<file path="src/rtl/sll_pkg.sv">
// Shared types and constants for the iterative logical left shifter.
package sll_pkg;

  localparam int SLL_WIDTH  = 32;
  localparam int SLL_SHW    = 5;
  localparam int SLL_STAGES = 5;

  typedef enum logic [1:0] {
    IDLE  = 2'd0,
    SHIFT = 2'd1,
    DONE  = 2'd2
  } state_e;

endpackage

</file>
<file path="src/rtl/sll_stage.sv">
// One power-of-two left-shift stage: shifts by 2^k when enabled, zero-filled.
module sll_stage #(
  parameter int WIDTH = 32,
  parameter int KW    = 3
) (
  input  logic [WIDTH-1:0] data_i,
  input  logic [KW-1:0]    k_i,
  input  logic             en_i,
  output logic [WIDTH-1:0] data_o
);

  logic [WIDTH-1:0] shifted_s;

  assign shifted_s = data_i << (32'd1 << k_i);
  assign data_o    = en_i ? shifted_s : data_i;

endmodule

</file>
<file path="src/rtl/sll_iter.sv">
// Iterative 32-bit logical left shifter, one stage (16,8,4,2,1) per clock.
// Optional macro SLL_ITER_EARLY_EXIT_EN finishes as soon as no lower shamt bits remain.
module sll_iter
  import sll_pkg::*;
#(
  parameter int WIDTH = SLL_WIDTH,
  parameter int SHW   = SLL_SHW
) (
  input  logic             i_clk,
  input  logic             i_rst_n,
  input  logic             i_flush,
  input  logic             i_valid,
  output logic             o_ready,
  input  logic [WIDTH-1:0] i_data,
  input  logic [SHW-1:0]   i_shamt,
  output logic             o_valid,
  input  logic             i_ready,
  output logic [WIDTH-1:0] o_data,
  output logic             o_busy
);

  localparam int KW = $clog2(SHW);

  state_e           state_q;
  logic [WIDTH-1:0] data_q;
  logic [WIDTH-1:0] out_q;
  logic [SHW-1:0]   shamt_q;
  logic [KW-1:0]    cnt_q;
  logic             valid_q;
  logic             busy_q;
  logic             ready_q;

  logic [WIDTH-1:0] stg_in_s;
  logic [KW-1:0]    stg_k_s;
  logic [SHW-1:0]   shamt_sel_s;
  logic             stg_en_s;
  logic [WIDTH-1:0] data_d;
  logic             last_s;

  // The accept cycle reuses the stage for the 16-step directly on the inputs
  always_comb begin
    if (state_q == IDLE) begin
      stg_in_s    = i_data;
      stg_k_s     = KW'(SHW - 1);
      shamt_sel_s = i_shamt;
    end else begin
      stg_in_s    = data_q;
      stg_k_s     = cnt_q;
      shamt_sel_s = shamt_q;
    end
  end

  assign stg_en_s = shamt_sel_s[stg_k_s];

  sll_stage #(
    .WIDTH (WIDTH),
    .KW    (KW)
  ) u_stage (
    .data_i (stg_in_s),
    .k_i    (stg_k_s),
    .en_i   (stg_en_s),
    .data_o (data_d)
  );

`ifdef SLL_ITER_EARLY_EXIT_EN
  logic [SHW-1:0] low_mask_s;
  assign low_mask_s = (SHW'(1) << stg_k_s) - SHW'(1);
  assign last_s     = ((shamt_sel_s & low_mask_s) == '0);
`else
  assign last_s     = (state_q == SHIFT) && (cnt_q == '0);
`endif

  // Control FSM with registered handshake outputs
  always_ff @(posedge i_clk or negedge i_rst_n) begin
    if (!i_rst_n) begin
      state_q <= IDLE;
      data_q  <= '0;
      out_q   <= '0;
      shamt_q <= '0;
      cnt_q   <= '0;
      valid_q <= 1'b0;
      busy_q  <= 1'b0;
      ready_q <= 1'b1;
    end else if (i_flush) begin
      state_q <= IDLE;
      valid_q <= 1'b0;
      busy_q  <= 1'b0;
      ready_q <= 1'b1;
    end else begin
      case (state_q)
        IDLE: begin
          if (i_valid) begin
            shamt_q <= i_shamt;
            data_q  <= data_d;
            cnt_q   <= KW'(SLL_STAGES - 2);
            ready_q <= 1'b0;
            busy_q  <= 1'b1;
            if (last_s) begin
              state_q <= DONE;
              valid_q <= 1'b1;
              out_q   <= data_d;
            end else begin
              state_q <= SHIFT;
            end
          end else begin
            state_q <= IDLE;
          end
        end
        SHIFT: begin
          data_q <= data_d;
          cnt_q  <= cnt_q - KW'(1);
          if (last_s) begin
            state_q <= DONE;
            valid_q <= 1'b1;
            out_q   <= data_d;
          end else begin
            state_q <= SHIFT;
          end
        end
        DONE: begin
          if (i_ready) begin
            state_q <= IDLE;
            valid_q <= 1'b0;
            busy_q  <= 1'b0;
            ready_q <= 1'b1;
          end else begin
            state_q <= DONE;
          end
        end
        default: begin
          state_q <= IDLE;
          valid_q <= 1'b0;
          busy_q  <= 1'b0;
          ready_q <= 1'b1;
        end
      endcase
    end
  end

  assign o_ready = ready_q;
  assign o_valid = valid_q;
  assign o_busy  = busy_q;
  assign o_data  = out_q;

endmodule

</file>
<file path="config.mk">
export PLATFORM = sky130hd
export DESIGN_NAME = sll_iter
export DESIGN_NICKNAME = d
export VERILOG_FILES = /design/src/rtl/sll_pkg.sv /design/src/rtl/sll_stage.sv /design/src/rtl/sll_iter.sv
export SDC_FILE = /design/constraint.sdc
export NUM_CORES = 1
export LEC_CHECK = 0
export ABC_AREA = 0
export BUFFER_PORTS_ARGS = -buffer_cell sky130_fd_sc_hd__buf_2
export CORE_ASPECT_RATIO = 1.1
export CORE_MARGIN = 10
export CORE_UTILIZATION = 40
export CTS_BUF_LIST = sky130_fd_sc_hd__clkbuf_4
export CTS_CLUSTER_DIAMETER = 60
export DETAILED_ROUTE_END_ITERATION = 7
export PLACE_DENSITY = 0.68
export SLEW_MARGIN = 25
export SYNTH_ARGS = -nofsm -noshare
export SYNTH_HDL_FRONTEND = slang
export SYNTH_SLANG_ARGS = --single-unit
</file>
<file path="constraint.sdc">
create_clock -name i_clk -period 2.95 [get_ports i_clk]
set_input_delay 0.59 -clock i_clk [delete_from_list [all_inputs] [get_ports i_clk]]
set_output_delay 0.59 -clock i_clk [all_outputs]
set_load 0.01 [all_outputs]
</file>
### After elaboration in Yosys (flattened, before gate mapping)

Cells that the tools add are included.

* add/subtract/negate cells: 1
* magnitude comparators: 1
* equality and inequality tests: 6
* shift-type cells: 2
* multiplexer cells: 30
* bitwise gates (word level): 1
* reductions and logical operators: 8

Operator list (number)
* $mux W32: 5
* $pmux W32 S2: 2
* $shl A1 B3 Y32 const A: 1
* $shl A32 B32 Y32: 1
* $mux W1: 10
* $pmux W1 S3: 3
* $reduce_and A3 Y1: 3
* $mux W2: 4
* $mux W3: 2
* $ne A3 B3 Y1 const B: 2
* $pmux W2 S3: 1
* $pmux W3 S2: 1
* $mux W5: 1
* $lt A3 B4 Y1 const B: 1
* $ne A2 B2 Y1 const B: 2
* $bmux W1 S3: 1
* $logic_not A3 Y1: 1
* $sub A3 B1 Y3 const B: 1
* $eq A2 B1 Y1 const B: 1
* $eq A2 B2 Y1 const B: 1
* $logic_not A2 Y1: 1
* $reduce_and A2 Y1: 1
* $reduce_bool A2 Y1: 1
* $logic_and A1 B1 Y1: 1
* $not A1 Y1: 1

* register bits after elaboration: 77
* output and inout port bits: 35
* logic and storage cells: 57

### Logic depth before layout (Yosys ltp)

Gate-level depths: netlist of the first run.

* depth after elaboration: 8
* gate-level depth with buffers: 12
* mapped depth without buffers: 7

### Cells and area by module

A second synthesis of the first run with hierarchy kept.

* cell total of the unflattened synthesis: 441
* area, all modules: 4921.0 um^2

By module, submodules not included
* sll_iter: times used 1, cells each 234, area an instance 3479.6 um^2
* sll_stage: times used 1, cells each 207, area an instance 1441.4 um^2

### Least setup slack after synthesis of the first run

Ideal clock, no wire load.

* kind: reg-to-reg
* from: reg cnt_q[0]
* to: reg out_q[16] (netlist: o_data[16])
* setup time: 118 ps
* arrival: 2414 ps
* slack: 418 ps
* cell stages (with the launch flop): 13
* buffers on the path: 5
* period minus slack after synthesis: 2532 ps
* cells stage by stage: dfrtp_1 > buf_2 > inv_1 > buf_2 > clkbuf_1 > ha_1 > nor2b_1 > clkbuf_1 > nand3_1 > clkbuf_1 > nand2_1 > o21ai_0 > a21o_1

* longest elaborated chain between the ends: 7
* elaborated cells on any way between the ends: 11
* classes of those cells: shift (2); mux (7); reduce/logical (2)

Ends and longest elaborated chain
* start: declaration: RTL line sll_iter.sv:28 `logic [KW-1:0] cnt_q;`
* start signal: assignment: RTL line sll_iter.sv:95 `cnt_q <= KW'(SLL_STAGES - 2);`
* start signal: assignment: RTL line sll_iter.sv:111 `cnt_q <= cnt_q - KW'(1);`
* $mux W3: RTL line sll_iter.sv:42 `if (state_q == IDLE) begin`
* $shl A1 B3 Y32 / $bmux W1 S3 (equally long branches): RTL line sll_stage.sv:14, sll_iter.sv:53
* $shl A32 B32 Y32 / $mux W1 (equally long branches): RTL line sll_stage.sv:14, sll_iter.sv:53
* $mux W32: RTL line sll_stage.sv:15 `assign data_o = en_i ? shifted_s : data_i;`
* $mux W32 *: RTL line sll_iter.sv:98, sll_iter.sv:112
* $mux W32: RTL line sll_iter.sv:92 `if (i_valid) begin`
* $pmux W32 S2 *: RTL line sll_iter.sv:90 `case (state_q)`
* end signal: assignment: RTL line sll_iter.sv:101 `out_q <= data_d;`
* end signal: assignment: RTL line sll_iter.sv:115 `out_q <= data_d;`
* end: declaration: RTL line sll_iter.sv:26 `logic [WIDTH-1:0] out_q;`

Mark *: on every way between the ends. The rest lies on a longest branch, timed or not. The select of a mux whose other input is x is not followed.
A chain may end at the register's enable or synchronous reset.

### Worst setup path after layout of the first run

* from: reg cnt_q[1]
* to: reg out_q[14] (netlist: o_data[14])

The elaborated chain is that of the path after synthesis.

==> results.py, run 1 <==
metrics = {
    "outcome": {
        "status": "complete, no violations",
    },
    "yosys": {
        "yosysWarnings": 0,
        "yosysSeqAreaShare_pct": 34.1,
        "synth_cells": 669,
        "yosys-top-cells-area": "dfrtp_1 (34%), mux2_2 (5.0%), nand2_1 (4.4%), a21oi_1 (4.0%), o21ai_0 (3.3%)",
        "synth_top_area_share_pct": 33.6,
        "syn_nets": 713,
        "synth_area_sq_um": 5650,
        "synth_seq_cells": 77,
        "ys.flop_type": "dfrtp_1",
        "async_reset_ff_share_pct": 100,
        "synth_top_area_cell": "dfrtp_1",
        "synth_cell_types": 78,
        "synth_edf_count": 0,
        "avgSynthCellArea_sq_um": 8.45,
    },
    "clock_tree": {
        "hold_buffers": 0,
        "clk_pin_slew_ns": 0.14,
        "cts_tree": "done",
        "h-tree-depth": 3,
        "numCtsBuffers": 9,
        "cts_root_buf": "clkbuf_4",
        "cts_buffer_depth": 2,
        "cts-resized-gates": 0,
        "clkSinkCount": 77,
        "clock_latency_ns": 0.49,
        "post_cts_buffers": 0,
    },
    "critical_path": {
        "r2r-start": "cnt_q[1]$_DFFE_PN0P_",
        "crit_end": "o_data[14]$_DFFE_PN0P_",
        "crit_type": "reg2reg",
        "r2r-end": "o_data[14]$_DFFE_PN0P_",
        "reg2reg_slack_ns": 0.32,
        "crit_fanout": 33,
        "worstSetupStartpointType": "flip-flop",
        "cp-end-kind": "flip-flop",
        "crit_arrival_ns": 3.02,
        "worstRegToRegCells": 8,
        "critical_path_required_ns": 3.34,
        "critical_path.startpoint": "cnt_q[1]$_DFFE_PN0P_",
    },
    "placed_design": {
        "port_buffers": 76,
        "place_congestion": 0.974,
        "dp_hpwl_um": 18600,
        "place_ws_ns": 0.387,
    },
    "global_route": {
        "grt_max_degree": 78,
        "grt_pass1_wl_um": 37800,
        "antenna_found_initial": 1,
        "grtUsageTotal_pct": 25.7,
        "grt_pass1_vias": 6047,
        "overflow": 0,
    },
    "detailed_routing": {
        "wl_per_cell_um": 26.9,
        "routed_via_density": 6.56,
        "drtAntennaViolNets": 0,
        "drt_wl_total_um": 25100,
        "drt-pass1-iter-count": 6,
        "first_iter_violations": 841,
        "vias": 6136,
        "drcViolationCount": 0,
    },
    "sta": {
        "final.min_clock_period_ns": 2.63,
        "hold_viol": 0,
        "setup_viol": 0,
        "report.final.slew_viol_count": 0,
        "fin_setup_tns_ns": 0,
        "rsz0062_at_grt": "no",
        "setup_slack_ns": 0.324,
        "max_freq_mhz": 381,
        "fin_skew_ns": 0.0185,
        "tightest_slew_ns": 0.814,
        "slew_headroom_pct": 45.7,
        "period_share_pct": 89.0,
    },
    "final_layout": {
        "multi_input_area_sq_um": 3400,
        "drive_above_1_share_pct": 25.2,
        "syn_to_final_growth_pct": 16.5,
        "nNetsFinal": 785,
        "n_fill_cell": 1418,
        "layout.area.seq_sq_um": 1930,
    },
    "floorplan": {
        "core_sq_um": 13900,
        "die_w_um": 133,
        "die_height_um": 145,
        "fp-row-count": 45,
        "initial_core_util_pct": 40.8,
        "die_area_sq_um": 19300,
        "num_io_pins": 77,
    },
    "power": {
        "p_leak_nw": 2.80,
        "irDropWorstVdd_uv": 570,
        "powerDensity_nw_per_um2": 1050,
    },
    "job": {
        "drv_cap": 0,
    },
    "hold_path": {
        "hold_class": "in2async",
    },
}
-- where the power goes --
part / leakage [nW] / total, mW / switching [mW] / internal, mW
Combinational: 1.74 / 3.97 / 2.49 / 1.47
Clock: 0.102 / 0.881 / 0.429 / 0.452
Sequential: 0.965 / 2.05 / 0.582 / 1.47
Total: 2.80 / 6.90 / 3.51 / 3.39
-- kinds of logic after synthesis --
logic type / count (synthesis) / share of synthesized area (%)
AO/OA/AOI/OAI: 267 / 33.3
XOR/XNOR: 3 / 0.465
adder cells (fa/ha/maj): 3 / 0.620
buffers and inverters: 71 / 5.75
flip-flops: 77 / 34.1
multiplexers: 37 / 7.13
AND/OR/NAND/NOR: 211 / 18.6
-- worst max-delay path, cell delays in order, from the launching register on --
cell	delay [ns]
dfrtp_1	0.44
buf_12	0.19
inv_2	0.25
ha_1	0.20
nor2b_1	0.22
and3_1	0.73
buf_4	0.29
nand2_1	0.06
o22a_1	0.15
-- registers in the layout, summed over array words and instances, names as in the netlist --
name,flops
o_data,32
shamt_q,5
o_valid,1
o_ready,1
o_busy,1
data_q,32
cnt_q,3
state_q,2
-- routing by layer --
metal / GRT usage [%] / part of all wire, % / up-vias
met4: 11.7 / 3.9 / 0
met2: 39.4 / 45 / 401
met5: 0 / 0 / -
met1: 33.1 / 42 / 2973
met3: 7.24 / 9.8 / 66
li1: - / - / 2696
-- per-stage QoR --
stage	power (mW)	area, sq um	util [%]	cells	hold WS, ns
after CTS	6.78	6590	47.6	934	0.117
after global routing	7.26	6590	47.6	935	0.122
final	6.90	6590	47.6	935	0.107
after global placement	5.92	6400	46.2	918	0.457
after floorplan	4.39	5650	-	669	0.294
after detailed placement	5.90	6400	46.2	918	0.465
-- synthesized netlist by cell type (14+ instances only) --
master / instances
dfrtp_1: 76
o31ai_1: 19
a31oi_1: 18
a22oi_1: 18
o21ai_0: 37
nor3_1: 14
nand2_1: 66
mux2_2: 25
a211oi_1: 16
clkbuf_1: 28
nor2_1: 43
nand3_1: 14
nor2b_1: 15
a21oi_1: 45
buf_2: 26
-- final cells by class --
type / instances / share of cell area [%]
diodes: 1 / 0.0380
clock buffers: 11 / 1.25
inverters: 7 / 0.399
flip-flops and latches: 77 / 29.3
clock inverters: 5 / 1.63
multi-input cells: 521 / 51.7
repair buffers: 125 / 12.2
well taps: 188 / 3.57
-- placed cells by master, fill, tap and decap left out, types with 4 or more instances in the layout --
| master | instances |
|---|---|
| buf_2 | 75 |
| o21bai_1 | 4 |
| dfrtp_1 | 75 |
| o22a_1 | 5 |
| mux2_2 | 25 |
| o21ai_1 | 11 |
| a211o_1 | 6 |
| and2_1 | 6 |
| nand3_1 | 14 |
| o21ai_0 | 36 |
| a21oi_1 | 45 |
| buf_4 | 46 |
| buf_12 | 4 |
| nand2b_1 | 11 |
| a221oi_1 | 5 |
| a21o_1 | 4 |
| a22oi_1 | 18 |
| a211oi_1 | 16 |
| nor2_1 | 43 |
| a32oi_1 | 5 |
| a221o_1 | 10 |
| o31ai_1 | 19 |
| nand2_1 | 66 |
| clkbuf_4 | 11 |
| mux2i_1 | 11 |
| o211ai_1 | 9 |
| o22ai_1 | 11 |
| a22o_1 | 4 |
| o221ai_1 | 6 |
| a31oi_1 | 18 |
| inv_1 | 5 |
| nor3_1 | 14 |
| nand4_1 | 8 |
| and3_1 | 10 |
| nor2b_1 | 15 |
-- how the worst min path moves through the flow --
stage | cells past startpoint | slack [ns] | end
floorplan | 0 | 0.29 | cnt_q[0]$_DFFE_PN0P_
global placement | 2 | 0.46 | o_data[24]$_DFFE_PN0P_
detailed placement | 1 | 0.46 | o_data[21]$_DFFE_PN0P_
CTS | 2 | 0.12 | shamt_q[1]$_DFFE_PN0P_
global route | 2 | 0.12 | o_valid$_DFFE_PN0P_
finish | 2 | 0.11 | shamt_q[1]$_DFFE_PN0P_
Note: power is estimated with default switching activity, not from simulation.
==> inputs of run 2 (changes only) <==
--- a/config.mk
+++ b/config.mk
@@ -13,8 +13,9 @@
 export CTS_BUF_LIST = sky130_fd_sc_hd__clkbuf_4
 export CTS_CLUSTER_DIAMETER = 60
 export DETAILED_ROUTE_END_ITERATION = 7
-export PLACE_DENSITY = 0.68
+export PLACE_DENSITY = 0.69
 export SLEW_MARGIN = 25
 export SYNTH_ARGS = -nofsm -noshare
 export SYNTH_HDL_FRONTEND = slang
+export SYNTH_HIERARCHICAL = 1
 export SYNTH_SLANG_ARGS = --single-unit
==> run 2 against run 1 <==
Setup slack improved by 0.0027 ns. Sequential power down 20%. Sequential share of layout area grew 5.4 points. Clock skew down 0.0072 ns. Utilization decreased by 1.3 points. Wire length fell by 50%.
==> results.py, run 2 <==
metrics = {
    "outcome": {
        "status": "complete, no violations",
    },
    "clock_tree": {
        "clkSinkCount": 77,
        "cts_root_buf": "clkbuf_4",
        "cts-resized-gates": 0,
        "clock_latency_ns": 0.45,
        "post_cts_buffers": 0,
        "numCtsBuffers": 9,
        "cts_buffer_depth": 2,
        "clk_pin_slew_ns": 0.12,
        "cts_tree": "done",
        "hold_buffers": 0,
        "h-tree-depth": 3,
    },
    "detailed_routing": {
        "drtAntennaViolNets": 0,
        "routed_via_density": 5.55,
        "wl_per_cell_um": 18.8,
        "first_iter_violations": 330,
        "drt-pass1-iter-count": 4,
        "drt_wl_total_um": 12500,
        "vias": 3688,
        "drcViolationCount": 0,
    },
    "placed_design": {
        "place_congestion": 0.882,
        "port_buffers": 76,
        "dp_hpwl_um": 9120,
        "place_area_sq_um": 5410,
        "place_ws_ns": 0.381,
    },
    "final_layout": {
        "final_common_cell": "mux2_2",
        "nNetsFinal": 550,
        "syn_to_final_growth_pct": 13.0,
        "final_cell_mix": "mux2_2 (103), dfrtp_1 (76), buf_2 (75)",
        "final_area_sq_um": 5560,
        "drive_above_1_share_pct": 44.5,
    },
    "sta": {
        "setup_viol": 0,
        "max_freq_mhz": 381,
        "fin_skew_ns": 0.0113,
        "final.min_clock_period_ns": 2.62,
        "setup_slack_ns": 0.327,
        "slew_headroom_pct": 52.4,
        "period_share_pct": 88.9,
        "report.final.slew_viol_count": 0,
        "rsz0062_at_grt": "no",
        "fin_setup_tns_ns": 0,
        "holdWs_ns": 0.150,
        "tightest_slew_ns": 0.713,
        "hold_viol": 0,
    },
    "floorplan": {
        "die_height_um": 136,
        "die_area_sq_um": 17100,
        "num_io_pins": 77,
        "core_sq_um": 12000,
        "initial_core_util_pct": 40.9,
        "die_w_um": 126,
        "fp-row-count": 42,
    },
    "yosys": {
        "synth_fa_ha_area_share_pct": 0.509,
        "synth_top_area_share_pct": 38.6,
        "synth_seq_cells": 77,
        "async_reset_ff_share_pct": 100,
        "synth_xor_area_share_pct": 0,
        "synth_cell_types": 57,
        "synth_top_family_by_area": "multiplexers",
        "yosysSeqAreaShare_pct": 39.2,
        "ys.flop_type": "dfrtp_1",
        "synth_area_sq_um": 4920,
        "synth_edf_count": 0,
        "synth_cells": 441,
        "avgSynthCellArea_sq_um": 11.2,
        "synth_compound_area_share_pct": 13.0,
        "yosysWarnings": 6,
        "yosysMostFrequentCell": "mux2_2",
        "yosys-top-cells-area": "dfrtp_1 (39%), mux2_2 (24%), mux4_2 (4.6%), a21oi_1 (2.8%), mux2i_1 (2.6%)",
        "syn_nets": 485,
        "synth_common_cells": "mux2_2 (103), dfrtp_1 (76), nor2_1 (31)",
        "synth_top_area_cell": "dfrtp_1",
        "synth-simple-area-share_pct": 10.2,
        "synth_mux_area_share_pct": 31.5,
    },
    "global_route": {
        "grt_max_degree": 78,
        "overflow": 0,
        "grtUsageTotal_pct": 14.7,
        "antenna_found_initial": 1,
        "grt_pass1_wl_um": 20600,
        "grt_pass1_vias": 3840,
    },
    "job": {
        "drv_cap": 0,
    },
    "critical_path": {
        "crit_fanout": 35,
        "crit_type": "reg2reg",
        "crit_chain": "nor2_4 > buf_12 > or2_2 > clkinv_1 > a221oi_1 > nor2_1 > mux2_2",
        "critPathMaxStageDelay_ns": 0.51,
        "worstSetupStartpointType": "flip-flop",
        "critical_path_required_ns": 3.28,
        "crit_arrival_ns": 2.96,
        "cp-end-kind": "flip-flop",
        "cp_top_family": "buffers and inverters",
        "crit_buf_inv": 2,
        "cpMaxStageDelayCell": "clkinv_1",
    },
    "power": {
        "switching_share_pct": 37.4,
        "irDropWorstVdd_uv": 276,
        "pwr-share-seq_pct": 36.4,
        "p_leak_nw": 2.54,
        "p_clk_share_pct": 16.1,
        "combPwrFrac_pct": 47.5,
        "p_switching_mw": 1.67,
        "powerDensity_nw_per_um2": 803,
        "cell_internal_pwr_mw": 2.80,
    },
    "hold_path": {
        "hold_class": "in2async",
    },
}
==> run 2: cells by family (layout without fill, tap and decap cells) <==
logic type	after synthesis	in the layout
AO/OA/AOI/OAI	93	93
flip-flops	77	77
buffers and inverters	47	116
multiplexers	129	129
adder cells (fa/ha/maj)	2	2
AND/OR/NAND/NOR	93	93
other	0	1
==> run 2: through the flow <==
stage               power [mW]  util, %  std cells
CTS                       4.50     46.2        664
floorplan                 3.18        -        441
finish                    4.47     46.2        665
global route              4.79     46.2        665
global placement          3.74     44.9        649
detailed placement        3.78     44.9        649
==> run 2: routing by layer <==
layer	part of all wire [%]	GRT usage (%)	vias to the layer above
met3	4.7	3.31	12
met4	1.6	5.70	0
met1	45	18.2	1819
li1	-	-	1764
met2	49	24.4	93
met5	0	0	-
==> run 2: path summary, 6_finish.rpt <==
kind | start | endpoint | depth (start not counted) | slack (ns)
min | i_rst_n | shamt_q[0]$_DFFE_PN0P_ | 1 | 0.15
min in group i_clk | i_shamt[2] | shamt_q[2]$_DFFE_PN0P_ | 2 | 0.37
max in group asynchronous | i_rst_n | data_q[16]$_DFFE_PN0P_ | 1 | 2.30
min reg2reg | data_q[8]$_DFFE_PN0P_ | data_q[8]$_DFFE_PN0P_ | 1 | 0.50
max reg2reg | state_q[1]$_DFF_PN0_ | data_q[31]$_DFFE_PN0P_ | 7 | 0.33
max | state_q[1]$_DFF_PN0_ | data_q[31]$_DFFE_PN0P_ | 7 | 0.33
==> run 2: power by group through the flow <==
stage          Combinational, mW  Clock (mW)  Sequential [mW]
3_3_place_gp                2.10           0             1.63
3_5_place_dp                2.13           0             1.65
5_1_grt                     2.34       0.781             1.68
2_1_floorplan               1.50           0             1.68
4_1_cts                     2.14       0.737             1.63
6_report                    2.12       0.718             1.63
==> run 2: area by class of cell <==
class,count,area [sq um]
timing repair buffer,87,507
clock inverter,5,76.3
tap,154,193
multi-input combinational,317,2730
clock buffer,10,75.1
antenna,1,2.50
sequential,77,1930
inverter,14,52.6
fill,1148,6470
==> inputs of run 3 (changes only) <==
--- a/config.mk
+++ b/config.mk
@@ -13,7 +13,7 @@
 export CTS_BUF_LIST = sky130_fd_sc_hd__clkbuf_4
 export CTS_CLUSTER_DIAMETER = 60
 export DETAILED_ROUTE_END_ITERATION = 7
-export PLACE_DENSITY = 0.69
+export PLACE_DENSITY_LB_ADDON = 0.1
 export SLEW_MARGIN = 25
 export SYNTH_ARGS = -nofsm -noshare
 export SYNTH_HDL_FRONTEND = slang
==> run 3 against run 2 <==
Fmax shrank 2.4%. Register-to-register slack got worse by 0.06 ns. Critical endpoint is now o_data[30]$_DFFE_PN0P_. Die area did not move. Wire length increased by 3.5%. Critical path depth increased by 1. Hold slack better by 0.020 ns. Sequential power hardly changed. Global-route usage rose by 0.40 points. First-iteration DRC count fell by 9.7%. Clock power is 12% higher. Via count increased by 1.3%. Count of clock-buffer cells in the layout did not move.
==> results.py, run 3 (same netlist as run 2, synthesis figures left out) <==
metrics = {
    "final_layout": {
        "final_common_cell": "mux2_2",
        "final_cell_mix": "mux2_2 (103), dfrtp_1 (76), buf_2 (75)",
        "nNetsFinal": 551,
        "post-route-util_pct": 46.4,
        "final_area_sq_um": 5580,
        "n_fill_cell": 1141,
        "syn_to_final_growth_pct": 13.5,
        "drive_above_1_share_pct": 44.5,
        "antenna_cells": 0,
    },
    "detailed_routing": {
        "first_iter_violations": 298,
        "drt_wl_total_um": 13000,
        "vias": 3735,
        "drt-pass1-iter-count": 4,
        "wl_met1_um": 5960,
        "met3_length_um": 641,
        "drtAntennaViolNets": 0,
        "wl_per_cell_um": 19.5,
        "routed_via_density": 5.61,
        "drcViolationCount": 0,
        "wl_met2_um": 6200,
        "top_layer": "met4",
    },
    "placed_design": {
        "place_area_sq_um": 5400,
        "place_congestion": 0.935,
        "dp_hpwl_um": 9390,
        "place_ws_ns": 0.277,
        "port_buffers": 76,
    },
    "global_route": {
        "grt_pass1_vias": 3900,
        "overflow": 0,
        "antenna_found_initial": 0,
        "grtUsageTotal_pct": 15.1,
        "grt_pass1_wl_um": 21200,
        "grt_max_degree": 78,
    },
    "floorplan": {
        "die_w_um": 126,
        "core_sq_um": 12000,
        "die_area_sq_um": 17100,
        "die_height_um": 136,
        "fp-row-count": 42,
        "num_io_pins": 77,
        "initial_core_util_pct": 40.9,
    },
    "sta": {
        "rsz0062_at_grt": "no",
        "max_freq_mhz": 372,
        "final.min_clock_period_ns": 2.69,
        "tightest_slew_ns": 0.724,
        "slew_headroom_pct": 51.7,
        "fin_setup_tns_ns": 0,
        "setup_viol": 0,
        "fin_skew_ns": 0.0235,
        "hold_viol": 0,
        "report.final.slew_viol_count": 0,
        "setup_slack_ns": 0.263,
        "period_share_pct": 91.1,
    },
    "critical_path": {
        "reg2reg_slack_ns": 0.26,
        "r2r-start": "cnt_q[2]$_DFFE_PN0P_",
        "cp-end-kind": "flip-flop",
        "worstSetupStartpointType": "flip-flop",
        "worstRegToRegCells": 8,
        "crit_arrival_ns": 3.02,
        "r2r-end": "o_data[30]$_DFFE_PN0P_",
        "crit_fanout": 43,
        "critical_path_required_ns": 3.29,
        "crit_type": "reg2reg",
    },
    "clock_tree": {
        "clkSinkCount": 77,
        "post_cts_buffers": 0,
        "cts_tree": "done",
        "numCtsBuffers": 9,
        "cts_buffer_depth": 2,
        "cts_root_buf": "clkbuf_4",
        "clk_pin_slew_ns": 0.14,
        "clock_latency_ns": 0.45,
        "h-tree-depth": 3,
    },
    "power": {
        "irDropWorstVdd_uv": 326,
        "p_leak_nw": 2.55,
        "powerDensity_nw_per_um2": 818,
    },
    "outcome": {
        "status": "complete, no violations",
    },
    "job": {
        "drv_cap": 0,
    },
    "hold_path": {
        "hold_class": "in2async",
    },
}
run 3: changes by cell type in the layout (fill, tap and decap cells not counted), sizes merged:
cell | before | now
buf | 87 | 88
diode | 1 | 0
bufinv | 2 | 3
run 3: cell type report:
type | instances | area (sq um) | share of cell area, %
multi-input combinational | 317 | 2730 | 48.9
clock inverter | 6 | 101 | 1.81
inverter | 14 | 56.3 | 1.01
timing repair buffer | 88 | 502 | 8.98
sequential | 77 | 1930 | 34.5
tap | 154 | 193 | 3.45
clock buffer | 10 | 75.1 | 1.34
run 3: worst max path at each step:
stage,depth (start not counted),start,end
3_3_place_gp,8,state_q[1]$_DFF_PN0_,data_q[26]$_DFFE_PN0P_
4_1_cts,8,state_q[1]$_DFF_PN0_,data_q[26]$_DFFE_PN0P_
2_1_floorplan,9,state_q[1]$_DFF_PN0_,data_q[11]$_DFFE_PN0P_
6_report,8,cnt_q[2]$_DFFE_PN0P_,o_data[30]$_DFFE_PN0P_
5_1_grt,8,cnt_q[2]$_DFFE_PN0P_,data_q[23]$_DFFE_PN0P_
3_5_place_dp,8,state_q[1]$_DFF_PN0_,data_q[26]$_DFFE_PN0P_
run 3: layer usage:
metal	up-vias	GRT usage [%]
li1	1754	-
met1	1873	19.0
met2	98	24.5
met3	10	4.29
met4	0	4.81
met5	-	0
run 3: critical path, cell delays in order, from the launching register on:
cell     delay [ns]
dfrtp_1        0.52
or4bb_1        0.51
o31ai_1        0.10
o32a_1         0.24
buf_4          0.41
o21ai_0        0.17
a31oi_1        0.23
a21oi_1        0.11
mux2_2         0.27
run 3: timing repair:
item | CTS | global route
hold buffers | 0 | 0
endpoints found under the setup margin | 0 | 2
gates resized for setup | 0 | 1
run 3: power by group:
group / total (mW) / internal [mW] / switching, mW
registers: 1.62 / 1.44 / 0.186
clock network: 0.806 / 0.431 / 0.375
logic: 2.14 / 1.01 / 1.13
total: 4.57 / 2.88 / 1.69
run 3: stage by stage:
stage / hold WS [ns] / total power, mW / std cells
floorplan: 0.294 / 3.18 / 441
global placement: 0.466 / 3.76 / 650
detailed placement: 0.475 / 3.79 / 650
CTS: 0.330 / 4.61 / 666
global route: 0.195 / 4.90 / 666
finish: 0.170 / 4.57 / 666
